==> config.mk <==
export PLATFORM = sky130hd
export DESIGN_NAME = sample_tick_gen
export DESIGN_NICKNAME = d
export VERILOG_FILES = /design/src/rtl/sample_tick_gen.sv
export SDC_FILE = /design/constraint.sdc
export NUM_CORES = 1
export LEC_CHECK = 0
export CORE_UTILIZATION = 40
export DETAILED_ROUTE_END_ITERATION = 8
export MAX_ROUTING_LAYER = met4
export PLACE_DENSITY = 0.6
export SKIP_LAST_GASP = 1
export SYNTH_ARGS = -nofsm -noshare
export SYNTH_HDL_FRONTEND = slang
export SYNTH_SLANG_ARGS = --single-unit
==> constraint.sdc <==
create_clock -name clk_i -period 7.85 [get_ports clk_i]
set_input_delay 1.9625 -clock clk_i [delete_from_list [all_inputs] [get_ports clk_i]]
set_output_delay 1.9625 -clock clk_i [all_outputs]
set_load 0.01 [all_outputs]
==> src/rtl/sample_tick_gen.sv <==
`default_nettype none
// ============================================================================
// Module   : sample_tick_gen
// Brief    : Sample-rate tick and staggered per-voice slot strobe generator
//            with a shadowed, boundary-synchronised period divider.
//            Optional fractional divider: define SAMPLE_TICK_GEN_FRAC_EN.
// Revision : 1.0 - initial release
// ============================================================================
module sample_tick_gen #(
    parameter int CNT_W        = 10,
    parameter int DIV_DEFAULT  = 500,
    parameter int N_SLOT       = 3,
    parameter int SLOT_SPACING = 8,
    parameter int FRAC_W       = 8
) (
    input  logic              clk_i,
    input  logic              rst_ni,
    input  logic              en_i,
    input  logic              restart_i,
    input  logic [CNT_W-1:0]  div_i,
    input  logic [FRAC_W-1:0] div_frac_i,
    input  logic              div_we_i,
    output logic              tick_o,
    output logic [N_SLOT-1:0] slot_o,
    output logic [CNT_W-1:0]  period_o
);

    localparam logic [CNT_W-1:0] c_DIV_RST = CNT_W'(DIV_DEFAULT);
    localparam logic [CNT_W-1:0] c_DIV_MIN = CNT_W'(2);
    localparam logic [CNT_W-1:0] c_ONE     = CNT_W'(1);

    logic [CNT_W-1:0]  r_cnt;
    logic [CNT_W-1:0]  r_div_act;
    logic [CNT_W-1:0]  r_div_shd;
    logic              r_tick;
    logic [N_SLOT-1:0] r_slot;

    logic [CNT_W-1:0]  w_div_clamped;
    logic [CNT_W-1:0]  w_div_nxt;
    logic              w_wrap_hit;
    logic [N_SLOT-1:0] w_slot_hit;

    assign w_div_clamped = (div_i < c_DIV_MIN) ? c_DIV_MIN : div_i;
    // A write landing in the same cycle as a boundary bypasses the shadow.
    assign w_div_nxt     = div_we_i ? w_div_clamped : r_div_shd;

`ifdef SAMPLE_TICK_GEN_FRAC_EN
    logic [FRAC_W-1:0] r_frac_shd;
    logic [FRAC_W-1:0] r_acc;
    logic              r_ext;
    logic [FRAC_W-1:0] w_frac_nxt;
    logic [FRAC_W:0]   w_acc_sum;

    assign w_frac_nxt = div_we_i ? div_frac_i : r_frac_shd;
    assign w_acc_sum  = {1'b0, r_acc} + {1'b0, w_frac_nxt};
    // r_ext marks a period stretched by one cycle after an accumulator carry.
    assign w_wrap_hit = r_ext ? (r_cnt == r_div_act)
                              : (r_cnt == r_div_act - c_ONE);

    always_ff @(posedge clk_i or negedge rst_ni) begin
        if (!rst_ni) begin
            r_frac_shd <= '0;
            r_acc      <= '0;
            r_ext      <= 1'b0;
        end else begin
            if (div_we_i) begin
                r_frac_shd <= div_frac_i;
            end
            if (restart_i) begin
                r_acc <= '0;
                r_ext <= 1'b0;
            end else if (en_i && w_wrap_hit) begin
                r_acc <= w_acc_sum[FRAC_W-1:0];
                r_ext <= w_acc_sum[FRAC_W];
            end
        end
    end
`else
    logic w_unused_frac;

    assign w_unused_frac = ^div_frac_i;
    assign w_wrap_hit    = (r_cnt == r_div_act - c_ONE);
`endif

    generate
        for (genvar k = 0; k < N_SLOT; k++) begin : g_slot
            localparam int c_SLOT_CNT = (k + 1) * SLOT_SPACING - 1;
            assign w_slot_hit[k] = (32'(r_cnt) == c_SLOT_CNT);
        end
    endgenerate

    always_ff @(posedge clk_i or negedge rst_ni) begin
        if (!rst_ni) begin
            r_cnt     <= '0;
            r_div_act <= c_DIV_RST;
            r_div_shd <= c_DIV_RST;
            r_tick    <= 1'b0;
            r_slot    <= '0;
        end else begin
            r_tick <= 1'b0;
            r_slot <= '0;
            if (div_we_i) begin
                r_div_shd <= w_div_clamped;
            end
            if (restart_i) begin
                r_cnt     <= '0;
                r_div_act <= w_div_nxt;
            end else if (en_i) begin
                if (w_wrap_hit) begin
                    r_cnt     <= '0;
                    r_tick    <= 1'b1;
                    r_div_act <= w_div_nxt;
                end else begin
                    r_cnt  <= r_cnt + c_ONE;
                    // Suppressed on the wrap cycle so slots never collide with the tick.
                    r_slot <= w_slot_hit;
                end
            end
        end
    end

    assign tick_o   = r_tick;
    assign slot_o   = r_slot;
    assign period_o = r_div_act;

endmodule
`default_nettype wire

After elaboration in Yosys (flattened, before gate mapping)
Index checks and enable logic that the tools add are counted.
{"block": "word_totals", "regBits": 34, "in_bits": 23, "output_inout_bits": 14, "elab_cells": 29}
{"block": "op_classes", "n_addsub": 2, "order_cmp": 1, "n_eq_ne": 4, "n_mux": 14, "reduce_logical": 3}
{"op": "2-to-1 mux 10 bit", "count": 8}
{"op": "adder 10 x 1 -> 10 bit (second input constant)", "count": 1}
{"op": "== test 10 bit", "count": 1}
{"op": "== test 10 x 3 -> 1 bit (second input constant)", "count": 1}
{"op": "== test 10 x 4 -> 1 bit (second input constant)", "count": 1}
{"op": "== test 10 x 5 -> 1 bit (second input constant)", "count": 1}
{"op": "less-than comparator 10 x 2 -> 1 bit (second input constant)", "count": 1}
{"op": "subtractor 10 x 1 -> 10 bit (second input constant)", "count": 1}
{"op": "2-to-1 mux 3 bit", "count": 3}
{"op": "nonzero test 2 bit", "count": 2}
{"op": "2-to-1 mux 1 bit", "count": 3}
{"op": "AND reduction 2 bit", "count": 1}

Longest topological paths before layout
Gate-level depths: netlist of the first run.
{"block": "logic_depth", "depth_word": 6, "depth_mapped": 10, "mapped_depth_nobuf": 8}

Worst setup path after synthesis of the first run
No wires, ideal clock.
{"block": "synth_path", "path_kind": "input to register", "from": "input div_we_i", "to": "register r_div_act[3] (netlist: period_o[3])", "setup_ps": 125, "arrival_time_ps": 2868, "required_time_ps": 7725, "setup_slack_ps": 4857, "stages": 3, "n_path_buf": 1, "path_cell_list": "buf_1 mux2_2 mux2_2"}
{"block": "synth_via", "elab_chain_cells": 4}
{"item": "start, declared", "line": "22", "source": "input logic div_we_i,"}
{"item": "2-to-1 mux 10 bit (*)"}
{"item": "net w_div_nxt[3]", "line": "39", "source": "logic [CNT_W-1:0] w_div_nxt;"}
{"item": "2-to-1 mux 10 bit", "line": "109", "source": "if (w_wrap_hit) begin"}
{"item": "2-to-1 mux 10 bit", "line": "108", "source": "end else if (en_i) begin"}
{"item": "2-to-1 mux 10 bit (*)", "line": "105", "source": "if (restart_i) begin"}
{"item": "end signal, assigned", "line": "95", "source": "r_div_act <= c_DIV_RST;"}
{"item": "end signal, assigned", "line": "107", "source": "r_div_act <= w_div_nxt;"}
{"item": "end signal, assigned", "line": "112", "source": "r_div_act <= w_div_nxt;"}
{"item": "end, declared", "line": "33", "source": "logic [CNT_W-1:0] r_div_act;"}
Mark *: on every way through the listed nets, which the timed path passes. The rest lies on a longest branch. The select of a mux whose other input is x is not followed.
A chain may end at the register's enable or synchronous reset.

Worst setup path after layout of the first run
{"block": "layout_path", "from": "input en_i", "to": "register r_cnt[9]"}
{"block": "layout_via", "elab_chain_cells": 1}
{"item": "start, declared", "line": "18", "source": "input logic en_i,"}
{"item": "nonzero test 2 bit (no line)"}
{"item": "end signal, assigned", "line": "114", "source": "r_cnt <= r_cnt + c_ONE;"}
{"item": "end, declared", "line": "32", "source": "logic [CNT_W-1:0] r_cnt;"}
Every way passes these cells.

==> reports/qor.csv, run 1 <==
stage,metric,value,unit
clocking,number of buffers inserted during clock tree synthesis,5,
timing,post-layout minimum cycle time,3.685,ns
setup_path,top fanout value on the critical path,16,
job,count of max-cap constraint violations,0,
timing,final max-slew violation count,0,
global_routing,number of antenna violations at the first check in global routing,0,
pwr,Static Leakage,0.0009026,uW
pwr,switching share of total power,0.2637,
pwr,cell-internal power,342.1,uW
placed_design,HPWL Detailed,3016,um
synthesis,total standard cell area after synthesis,1912,um2
die,num ports,37,
pwr,NetSw,122.5,uW
pwr,clock share of power,0.333,
final_layout,final-stage net count,224,
synthesis,Synth async-reset ratio,1.000,
detailed_routing,DRC violations left,6,
synthesis,number of enable-type register cells in the synthesized netlist,0,
synthesis,syn avg cell area,10.92,um2
final_layout,growth of design area from synthesis to finish,20.88,%
setup_path,launch point of the worst path,en_i,
clocking,number of levels the H-tree was split into,2,
synthesis,post-synthesis cell type with the largest combined area,dfrtp_1,
pwr,register share of total power,0.462,
synthesis,top cell type's share of synthesized area,0.2880,
timing,relative slew slack,0.6023,
die,horizontal extent of the die,71.14,um
clocking,quantity of hold-fixing buffers added after cts,0,
die,die boundary height,71.14,um
final_layout,Ant. Diodes,0,
clocking,post-cts resize count,0,
synthesis,most instantiated library cell after synthesis,dfrtp_1,
synthesis,top cells by instance count after synthesis,"22 x dfrtp_1, 13 x mux2_2, 13 x xnor2_1, 12 x dfstp_2, 10 x nor2_1",
detailed_routing,length of the first detailed-routing pass in iterations,6,
clocking,clock latency on the worst-skew pair,0.28,ns
pwr,power per cell area,201.0,nW/um2
pwr,Gate power share,0.205,
final_layout,"Non-Filler Cell Area, Final",2311,um2
synthesis,Netlist cell types,41,
setup_path,"Data required, critical path",8.02,ns
setup_path,launching element type of the critical path,input port,
timing,slew at the pin with the worst max-slew slack,0.5911,ns
synthesis,post-synthesis net count,200,
timing,period utilization,0.4694,
clocking,maximum clock insertion buffer count,2,
pwr,highest ir drop seen on vdd,105.8,uV
detailed_routing,count of antenna-violating nets left after detailed routing,0,
die,area of the core,4474,um2
synthesis,number of storage elements in the synthesis netlist,34,
timing,Setup Total Neg Slack,0,ns
placed_design,DP Area,2205,um2
clocking,clock transition at the register clock pins on the worst setup and hold paths after CTS,0.07,ns
detailed_routing,WL/cell,16.57,um
placed_design,Port Buf Inserts,28,
timing,setup repair after global routing missed its margin,false,
outcome,run status,"finished, violations left",
setup_path,internal reg-to-reg setup slack,4.78,ns
setup_path,reg2reg path depth,8,
hold_path,Tightest Hold Check Type,register to register,
global_routing,GR Overflow Total,0,
detailed_routing,initial DRC count,102,
setup_path,worst reg2reg path endpoint,period_o[1],
die,DIE AREA,5060,um2
setup_path,worst setup path category,input port to register,
detailed_routing,vias per cell,5.742,
timing,final setup violating endpoints,0,
synthesis,top area cells in the synthesized netlist,"dfrtp_1 29%, dfstp_2 16%, mux2_2 7.7%",
setup_path,worst setup path endpoint,r_cnt[9],
final_layout,layout cells sized above 1,0.2200,
detailed_routing,via count of the routed design,1447,
synthesis,most common flop cell mapped by yosys,dfrtp_1,
setup_path,arrival time of data at the critical path endpoint,3.85,ns
synthesis,sequential element share of the synthesized area,0.4529,
synthesis,number of instances in the synthesized netlist,175,
global_routing,global-route wire length before repair,7134,um
clocking,number of clock sinks seen by CTS,34,
global_routing,maximum number of pins on one net before global-route repair,35,
pwr,overall power of the completed layout,464.6,uW
outcome,failing checks,design-rule violations,
die,standard-cell rows,24,
setup_path,worst reg2reg startpoint,period_o[0],
global_routing,overall routing resource usage,0.1900,
clocking,CTS tree,yes,
die,initial standard-cell utilization of the core,0.4273,
placed_design,RD Place Congestion,0.8717,
setup_path,sort of element at the end of the critical path,register,
timing,maximum clock frequency,271.4,MHz
timing,total count of hold-check failures in the final report,0,
final_layout,layout filler cell count,408,
global_routing,via count of the first global-routing pass,1510,
synthesis,number of warning messages in the yosys log,0,
clocking,number of setup buffers added after CTS,0,
timing,worst clock skew,0.005131,ns
detailed_routing,post-detailed-routing wire length,4176,um
clocking,Root Driver,clkbuf_8,
[critical path, cell delays in order]
cell and delay (ns):
clkdlybuf4s50_1 0.82, o2111ai_1 0.29, nor3_1 0.35, nand3_1 0.14, xnor2_1 0.14, and2_1 0.15
[worst min path at each step]
| stage | endpoint | cells past startpoint | startpoint |
|---|---|---|---|
| detailed placement | r_div_shd[9] | 1 | r_div_shd[9] |
| global placement | r_div_shd[3] | 1 | r_div_shd[3] |
| CTS | r_div_shd[9] | 1 | r_div_shd[9] |
| floorplan | r_div_shd[1] | 1 | r_div_shd[1] |
| global route | r_div_shd[9] | 1 | r_div_shd[9] |
| finish | r_div_shd[9] | 1 | r_div_shd[9] |
[metal layers]
| metal | global-route usage | wire length (um) |
|---|---|---|
| met1 | 0.2306 | 1887 |
| met2 | 0.3120 | 2025 |
| met3 | 0.04701 | 191 |
| met4 | 0.06000 | 71 |
| met5 | - | 0 |
[flip-flops by register name (all words and copies together) (netlist names)]
register / cells
period_o: 10
r_cnt: 10
r_div_shd: 10
slot_o: 3
tick_o: 1
[through the flow]
| stage | utilization | hold WS (ns) | setup WS (ns) | instances |
|---|---|---|---|---|
| 6_report | 0.5165 | 0.5126 | 4.165 | 252 |
| 5_1_grt | 0.5165 | 0.5346 | 3.996 | 252 |
| 4_1_cts | 0.5165 | 0.5178 | 4.188 | 252 |
| 3_5_place_dp | 0.4927 | 0.5024 | 3.905 | 244 |
| 3_3_place_gp | 0.4927 | 0.4923 | 3.978 | 244 |
| 2_1_floorplan | - | 0.4663 | 4.857 | 175 |
[cell type report]
| cell class | instances | area, um2 | share of cell area |
|---|---|---|---|
| Tap cell | 52 | 65.06 | 0.02815 |
| Sequential cell | 34 | 865.8 | 0.3747 |
| Multi-Input combinational cell | 124 | 967.2 | 0.4185 |
| Inverter | 5 | 18.77 | 0.008121 |
| Clock buffer | 7 | 76.32 | 0.03303 |
| Timing Repair Buffer | 29 | 287.8 | 0.1245 |
| Clock inverter | 1 | 30.03 | 0.01299 |
[cells in the final DEF, fill, tap and decap left out, types with 4 or more instances in the layout]
cell type	Yosys	routed
clkdlybuf4s50_1	0	28
dfrtp_1	22	22
mux2_2	13	13
xnor2_1	13	13
dfstp_2	12	12
nor2_1	10	10
nor3_1	8	8
nand3_1	8	8
nor4_1	6	6
and2_1	6	6
inv_1	5	5
nand2_1	5	5
nand2b_1	5	5
mux2_4	5	5
clkbuf_8	0	5
xor2_1	4	4
a21oi_1	4	4
[logic make-up (layout without fill, tap and decap cells)]
| family | Yosys count | count (layout) | synth area share |
|---|---|---|---|
| simple gates | 66 | 66 | 0.2009 |
| flops | 34 | 34 | 0.4529 |
| compound gates | 21 | 21 | 0.09817 |
| mux | 18 | 18 | 0.1158 |
| xor+xnor | 17 | 17 | 0.07788 |
| buf+inv | 17 | 42 | 0.04123 |
| fa+ha+maj | 2 | 2 | 0.01309 |
[power by group through the flow]
stage	Clock, uW	Combinational, uW	Sequential [uW]
detailed placement	0	95.0	218
finish	155	95.1	215
global placement	0	91.6	216
floorplan	0	61.4	212
global route	168	103	217
CTS	158	95.5	215
Power figures use the tool's default switching activity.
==> inputs of run 2 (changes only) <==
==> constraint.sdc (replaced) <==
create_clock -name clk_i -period 3.8 [get_ports clk_i]
set_input_delay 0.95 -clock clk_i [delete_from_list [all_inputs] [get_ports clk_i]]
set_output_delay 0.95 -clock clk_i [all_outputs]
set_load 0.01 [all_outputs]
==> run 2 against run 1 <==
  * The run still ends with design-rule violations left
  * Highest routed layer unchanged
  * Combinational power grew 100%
  * Setup slack worse by 3.4 ns
  * Hold slack is essentially flat
  * Largest power group unchanged
  * Total power grew 110%
  * Register-to-register slack got worse by 4.0 ns
  * Die area is the same
  * Non-clock buffer count is the same
  * Wire length fell by 4.9%
  * Count of clock-buffer cells in the layout unchanged
  * Global-route usage decreased by 0.32 points
  * Clock skew grew 0.00068 ns
  * Largest cell class unchanged
==> reports/qor.csv, run 2 (synthesis results as in run 1) <==
stage,metric,value,unit,change
outcome,run status,"finished, violations left",,unchanged
outcome,failing checks,design-rule violations,,unchanged
timing,post-layout minimum cycle time,3.011,ns,
global_routing,global-route wire length before repair,7044,um,was 7134 um
timing,relative slew slack,0.6170,,was 0.6023
clocking,clock transition at the register clock pins on the worst setup and hold paths after CTS,0.07,ns,about the same
timing,Setup Total Neg Slack,0,ns,unchanged
die,die boundary height,71.14,um,unchanged
detailed_routing,detailed-routed wire length on met2,1866,um,was 2025 um
detailed_routing,metal3 WL,125,um,was 191 um
detailed_routing,WL/cell,15.77,um,was 16.57 um
setup_path,launching element type of the critical path,register,,was input port
global_routing,maximum number of pins on one net before global-route repair,35,,unchanged
clocking,number of clock sinks seen by CTS,34,,unchanged
final_layout,layout cells sized above 1,0.2250,,was 0.2200
timing,total count of hold-check failures in the final report,0,,unchanged
placed_design,DP Area,2205,um2,unchanged
setup_path,arrival time of data at the critical path endpoint,3.18,ns,was 3.85 ns
final_layout,layout filler cell count,392,,was 408
detailed_routing,post-detailed-routing wire length,3973,um,was 4176 um
hold_path,Tightest Hold Check Type,register to register,,unchanged
timing,slew at the pin with the worst max-slew slack,0.5746,ns,was 0.5911 ns
final_layout,growth of design area from synthesis to finish,21.40,%,was 20.88%
die,num ports,37,,unchanged
timing,setup repair after global routing missed its margin,false,,unchanged
final_layout,Multi-input gate area,967.2,um2,unchanged
clocking,CTS tree,yes,,unchanged
placed_design,HPWL Detailed,2885,um,was 3016 um
final_layout,"most common cell after layout, fill and taps aside",clkdlybuf4s50_1,,unchanged
clocking,clock latency on the worst-skew pair,0.28,ns,about the same
setup_path,sort of element at the end of the critical path,register,,unchanged
pwr,highest ir drop seen on vdd,196.7,uV,was 105.8 uV
setup_path,largest incremental delay on the critical path,0.59,ns,was 0.82 ns
detailed_routing,via count of the routed design,1396,,was 1447
clocking,number of setup buffers added after CTS,0,,unchanged
final_layout,Ant. Diodes,0,,unchanged
detailed_routing,length of the first detailed-routing pass in iterations,8,,was 6
clocking,Root Driver,clkbuf_8,,unchanged
detailed_routing,Top Layer Used,met4,,unchanged
timing,final setup violating endpoints,0,,unchanged
clocking,number of buffers inserted during clock tree synthesis,5,,unchanged
placed_design,Cell Count Post-Placement,244,,unchanged
global_routing,GR Overflow Total,0,,unchanged
setup_path,worst setup path category,register to register,,was input port to register
timing,worst clock skew,0.005807,ns,was 0.005131 ns
clocking,number of levels the H-tree was split into,2,,unchanged
placed_design,RD Place Congestion,0.8564,,was 0.8717
setup_path,CP cell instances,or4_4 > o311ai_1 > o211ai_1 > or3_1 > a31oi_4 > mux2_2,,was clkdlybuf4s50_1 > o2111ai_1 > nor3_1 > nand3_1 > xnor2_1 > and2_1
job,count of max-cap constraint violations,0,,unchanged
clocking,quantity of hold-fixing buffers added after cts,0,,unchanged
pwr,overall power of the completed layout,973.6,uW,was 464.6 uW
clocking,maximum clock insertion buffer count,2,,unchanged
detailed_routing,DRC violations left,4,,was 6
die,DIE AREA,5060,um2,unchanged
timing,maximum clock frequency,332.1,MHz,
global_routing,number of antenna violations at the first check in global routing,0,,unchanged
final_layout,Sequential cell area,865.8,um2,unchanged
die,horizontal extent of the die,71.14,um,unchanged
detailed_routing,initial DRC count,59,,was 102
setup_path,top fanout value on the critical path,15,,was 16
timing,final max-slew violation count,0,,unchanged
global_routing,via count of the first global-routing pass,1446,,was 1510
die,area of the core,4474,um2,unchanged
final_layout,final std cells w/o fill,252,,unchanged
final_layout,most used cells in the layout excluding fill and tap cells,"28 x clkdlybuf4s50_1, 22 x dfrtp_1, 13 x mux2_2, 13 x xnor2_1, 12 x dfstp_2",,unchanged
clocking,post-cts resize count,0,,unchanged
placed_design,Port Buf Inserts,28,,unchanged
pwr,power per cell area,419.5,nW/um2,was 201.0 nW/um2
final_layout,final-stage net count,224,,unchanged
pwr,Static Leakage,0.0009086,uW,was 0.0009026 uW
setup_path,"Data required, critical path",3.97,ns,was 8.02 ns
final_layout,"Non-Filler Cell Area, Final",2321,um2,was 2311 um2
detailed_routing,vias per cell,5.540,,was 5.742
setup_path,cell with the biggest individual delay on the critical path,or4_4,,was clkdlybuf4s50_1
detailed_routing,routed metal-1 wirelength,1926,um,was 1887 um
timing,period utilization,0.7924,,
global_routing,overall routing resource usage,0.1868,,was 0.1900
detailed_routing,count of antenna-violating nets left after detailed routing,0,,unchanged
die,initial standard-cell utilization of the core,0.4273,,unchanged
die,standard-cell rows,24,,unchanged
==> run 2: metal layers <==
| metal | up-vias | GRT usage |
|---|---|---|
| li1 | 683 | - |
| met1 | 683 | 0.2441 |
| met2 | 25 | 0.2885 |
| met3 | 5 | 0.04274 |
| met4 | 0 | 0.06000 |
| met5 | - | - |
==> run 2: worst paths after layout <==
path                              start            to  slack [ns]  depth (start not counted)
max reg2reg                 period_o[3]   period_o[0]        0.79                          6
min                        r_div_shd[9]  r_div_shd[9]        0.51                          1
max                         period_o[3]   period_o[0]        0.79                          6
min in group asynchronous        rst_ni   period_o[3]        1.08                          2
max in group asynchronous        rst_ni  r_div_shd[5]        2.39                          2
min reg2reg                r_div_shd[9]  r_div_shd[9]        0.51                          1
==> run 2: cell type report <==
cell class              instances  area share
inverters                       5    0.008086
multi-input cells             124      0.4167
repair buffers                 29      0.1240
clock inverters                 1     0.01294
flip-flops and latches         34      0.3730
clock buffers                   7     0.03720
well taps                      52     0.02803
==> run 2: through the flow <==
step	hold slack (ns)	util	worst slack [ns]
6_report	0.5125	0.5187	0.7888
5_1_grt	0.5389	0.5187	0.5260
4_1_cts	0.5207	0.5187	0.7645
3_5_place_dp	0.5049	0.4927	0.7836
3_3_place_gp	0.4924	0.4927	0.8308
2_1_floorplan	0.4663	-	1.032
==> run 2: worst max-delay path, delay by kind of cell (launching register included) <==
family / cells / cell delay, ns
and+or+nand+nor: 2 / 1.05
AOI/OAI and AO/OA: 3 / 0.96
DFF: 1 / 0.49
muxes: 1 / 0.40
==> run 2: report_power, final <==
group          internal (uW)  switching, uW
clock                    214            124
combinational            108           85.6
sequential               403           39.8
total                    724            250
==> patch: new RTL, config.mk and constraints of run 2 <==
Change the parameter `N_SLOT` from 3 to 6.
--- a/src/rtl/sample_tick_gen.sv
+++ b/src/rtl/sample_tick_gen.sv
@@ -9,7 +9,7 @@
 module sample_tick_gen #(
     parameter int CNT_W        = 10,
     parameter int DIV_DEFAULT  = 500,
-    parameter int N_SLOT       = 3,
+    parameter int N_SLOT       = 6,
     parameter int SLOT_SPACING = 8,
     parameter int FRAC_W       = 8
 ) (
Interface: changed (resized slot_o); port bits go from 37 to 40. No check against the original RTL was run, so the function may have changed too.
==> patch against run 2 <==
  * Clock skew shrank 1.9 ps
  * Routed wire length up 1.4%
  * Combinational power is 6% lower
  * Non-clock buffer count rose by 3
  * Worst hold slack worse by 13 ps
  * Final area is 3.6% higher
  * Area after synthesis increased by 3.3%
  * Total power down 4.7%
  * Sequential cell count up 3
  * Worst setup slack improved by 26 ps
==> patch: results (changes against run 2) <==
Status
  • Outcome: finished, final reports clean (was complete, but fails checks)

Synthesis
  • Mapped Cells: 180 (was 175)
  • Seq/Total Area, Yosys: 47.7% (was 45.3%)
  • Syn_nets: 205 (was 200)
  • Distinct cells, synth: 47 (was 41)
  • Top area cells in the synthesized netlist: dfrtp_1 32%, dfstp_2 16%, mux2_2 7.4% (was dfrtp_1 29%, dfstp_2 16%, mux2_2 7.7%)
  • Synth async-reset ratio: 100% (unchanged)
  • Synth Flop Type: dfrtp_1 (unchanged)
  • Ys Warns: 0 (unchanged)
  • Synth top cells by count: 25 x dfrtp_1, 13 x mux2_2, 12 x dfstp_2 (was 22 x dfrtp_1, 13 x mux2_2, 13 x xnor2_1)

Critical path
  • Crit path max fanout: 15 (unchanged)
  • CP endpoint kind: flop (unchanged)
  • Reg2Reg Depth: 8 (was 6)
  • Slowest-stage cell, CP: or4_1 (was or4_4)
  • CP max stage delay: 540 ps (was 590 ps)
  • Arr. time, crit path: 3160 ps (was 3180 ps)

Clock network
  • H-tree depth: 2 (unchanged)
  • Setup repair bufs after CTS: 0 (unchanged)
  • Max clock buf depth: 2 (unchanged)
  • TritonCTS buffer count: 5 (unchanged)
  • Root Driver: clkbuf_8 (unchanged)
  • Clk_lat worst skew: 280 ps (about the same)
  • Resized Gates After CTS: 0 (unchanged)
  • Clock-pin slew on the worst setup and hold paths: 70 ps (about the same)

STA
  • Setup Skew: 3.93 ps (was 5.81 ps)
  • Final worst setup slack: 815 ps (was 789 ps)
  • Fin. max-slew vios: 0 (unchanged)
  • Worst Tran Pin Value: 574 ps (was 575 ps)

Global routing
  • First-pass GRT wire length: 6790 µm (was 7040 µm)
  • Pin count of the biggest net entering global routing: 38 (was 35)
  • GR Util All Layers: 17.9% (was 18.7%)
  • Antenna violations before repair: 0 (unchanged)
  • Total gr overflow: 0 (unchanged)
  • Vias in the first global route: 1413 (was 1446)

Place
  • Dpl cells: 267 (was 244)
  • Post-DP HPWL: 2860 µm (was 2880 µm)
  • Post-Place Worst Slack: 793 ps (was 784 ps)
  • GP Congestion: 0.847 (was 0.856)
  • Buffers on Ports: 31 (was 28)

Final layout
  • Filler cells: 428 (was 392)
  • Nets: 232 (was 224)
  • Share of layout cells above drive strength 1: 23.6% (was 22.5%)
  • Ant diodes: 0 (unchanged)

Pwr
  • Lkg Pwr: 0.929 nW (was 0.909 nW)
  • Switching Fraction: 26.3% (was 25.6%)
  • Peak supply drop: 0.000235 V (was 0.000197 V)

Worst hold path
  • Hold WC Path Type: reg2reg (unchanged)
  • Hold depth: 1 (unchanged)

Detailed routing
  • Final WL: 4030 µm (was 3970 µm)
  • Vias per Instance: 5.33 (was 5.54)
  • Initial drt markers: 165 (was 59)
  • 1st-pass router iterations: 4 (was 8)
  • WL per Instance: 14.6 µm (was 15.8 µm)
-- patch: area by class of cell --
type | count | area share [%]
repair buffers | 32 | 13.2
inverters | 6 | 0.937
multi-input cells | 125 | 39.5
clock buffers | 8 | 3.75
well taps | 67 | 3.49
flip-flops and latches | 37 | 39.1
-- patch: path summary, 6_finish.rpt --
kind	startpoint	endpoint
max in group asynchronous	rst_ni	r_div_shd[2]$_DFF_PN1_
min reg2reg	r_div_shd[3]$_DFF_PN0_	r_div_shd[3]$_DFF_PN0_
min	r_div_shd[3]$_DFF_PN0_	r_div_shd[3]$_DFF_PN0_
min in group asynchronous	rst_ni	r_cnt[2]$_DFFE_PN0P_
max reg2reg	period_o[0]$_DFFE_PN0P_	period_o[9]$_DFFE_PN0P_
max	period_o[0]$_DFFE_PN0P_	period_o[9]$_DFFE_PN0P_
-- patch: power by group through the flow --
stage / Sequential, mW / Combinational [mW] / Clock, mW
global route: 0.474 / 0.199 / 0.303
detailed placement: 0.475 / 0.182 / 0
finish: 0.469 / 0.182 / 0.277
global placement: 0.474 / 0.177 / 0
floorplan: 0.470 / 0.112 / 0
CTS: 0.468 / 0.184 / 0.287
-- patch: metrics by stage --
stage | instance area (µm²) | hold WS (ps)
6_report | 2400 | 499
5_1_grt | 2400 | 526
4_1_cts | 2400 | 507
3_5_place_dp | 2310 | 492
3_3_place_gp | 2310 | 483
2_1_floorplan | 1970 | 469
-- patch: routing by layer --
layer	track usage, %	routed length (µm)	share of wire [%]
met1	23.1	1830	45
met4	6.54	23	0.57
met3	4.58	210	5.2
met2	27.1	1960	49
met5	-	0	0
-- patch: logic make-up (layout without fill, tap and decap cells) --
logic type | count (synthesis) | count (layout) | share of synthesized area (%)
fa+ha+maj | 2 | 2 | 1.27
flops | 37 | 37 | 47.7
mux | 19 | 19 | 11.7
compound gates | 26 | 26 | 9.89
buf+inv | 18 | 46 | 4.31
xor+xnor | 14 | 14 | 6.21
simple gates | 64 | 64 | 18.9
-- patch: critical path, delay by kind of cell, from the launching register on --
family | cells | cell delay [ps]
adders and majority gates | 1 | 220
muxes | 1 | 380
DFF | 1 | 440
AOI/OAI and AO/OA | 2 | 440
and+or+nand+nor | 3 | 1310
buffers and inverters | 1 | 80
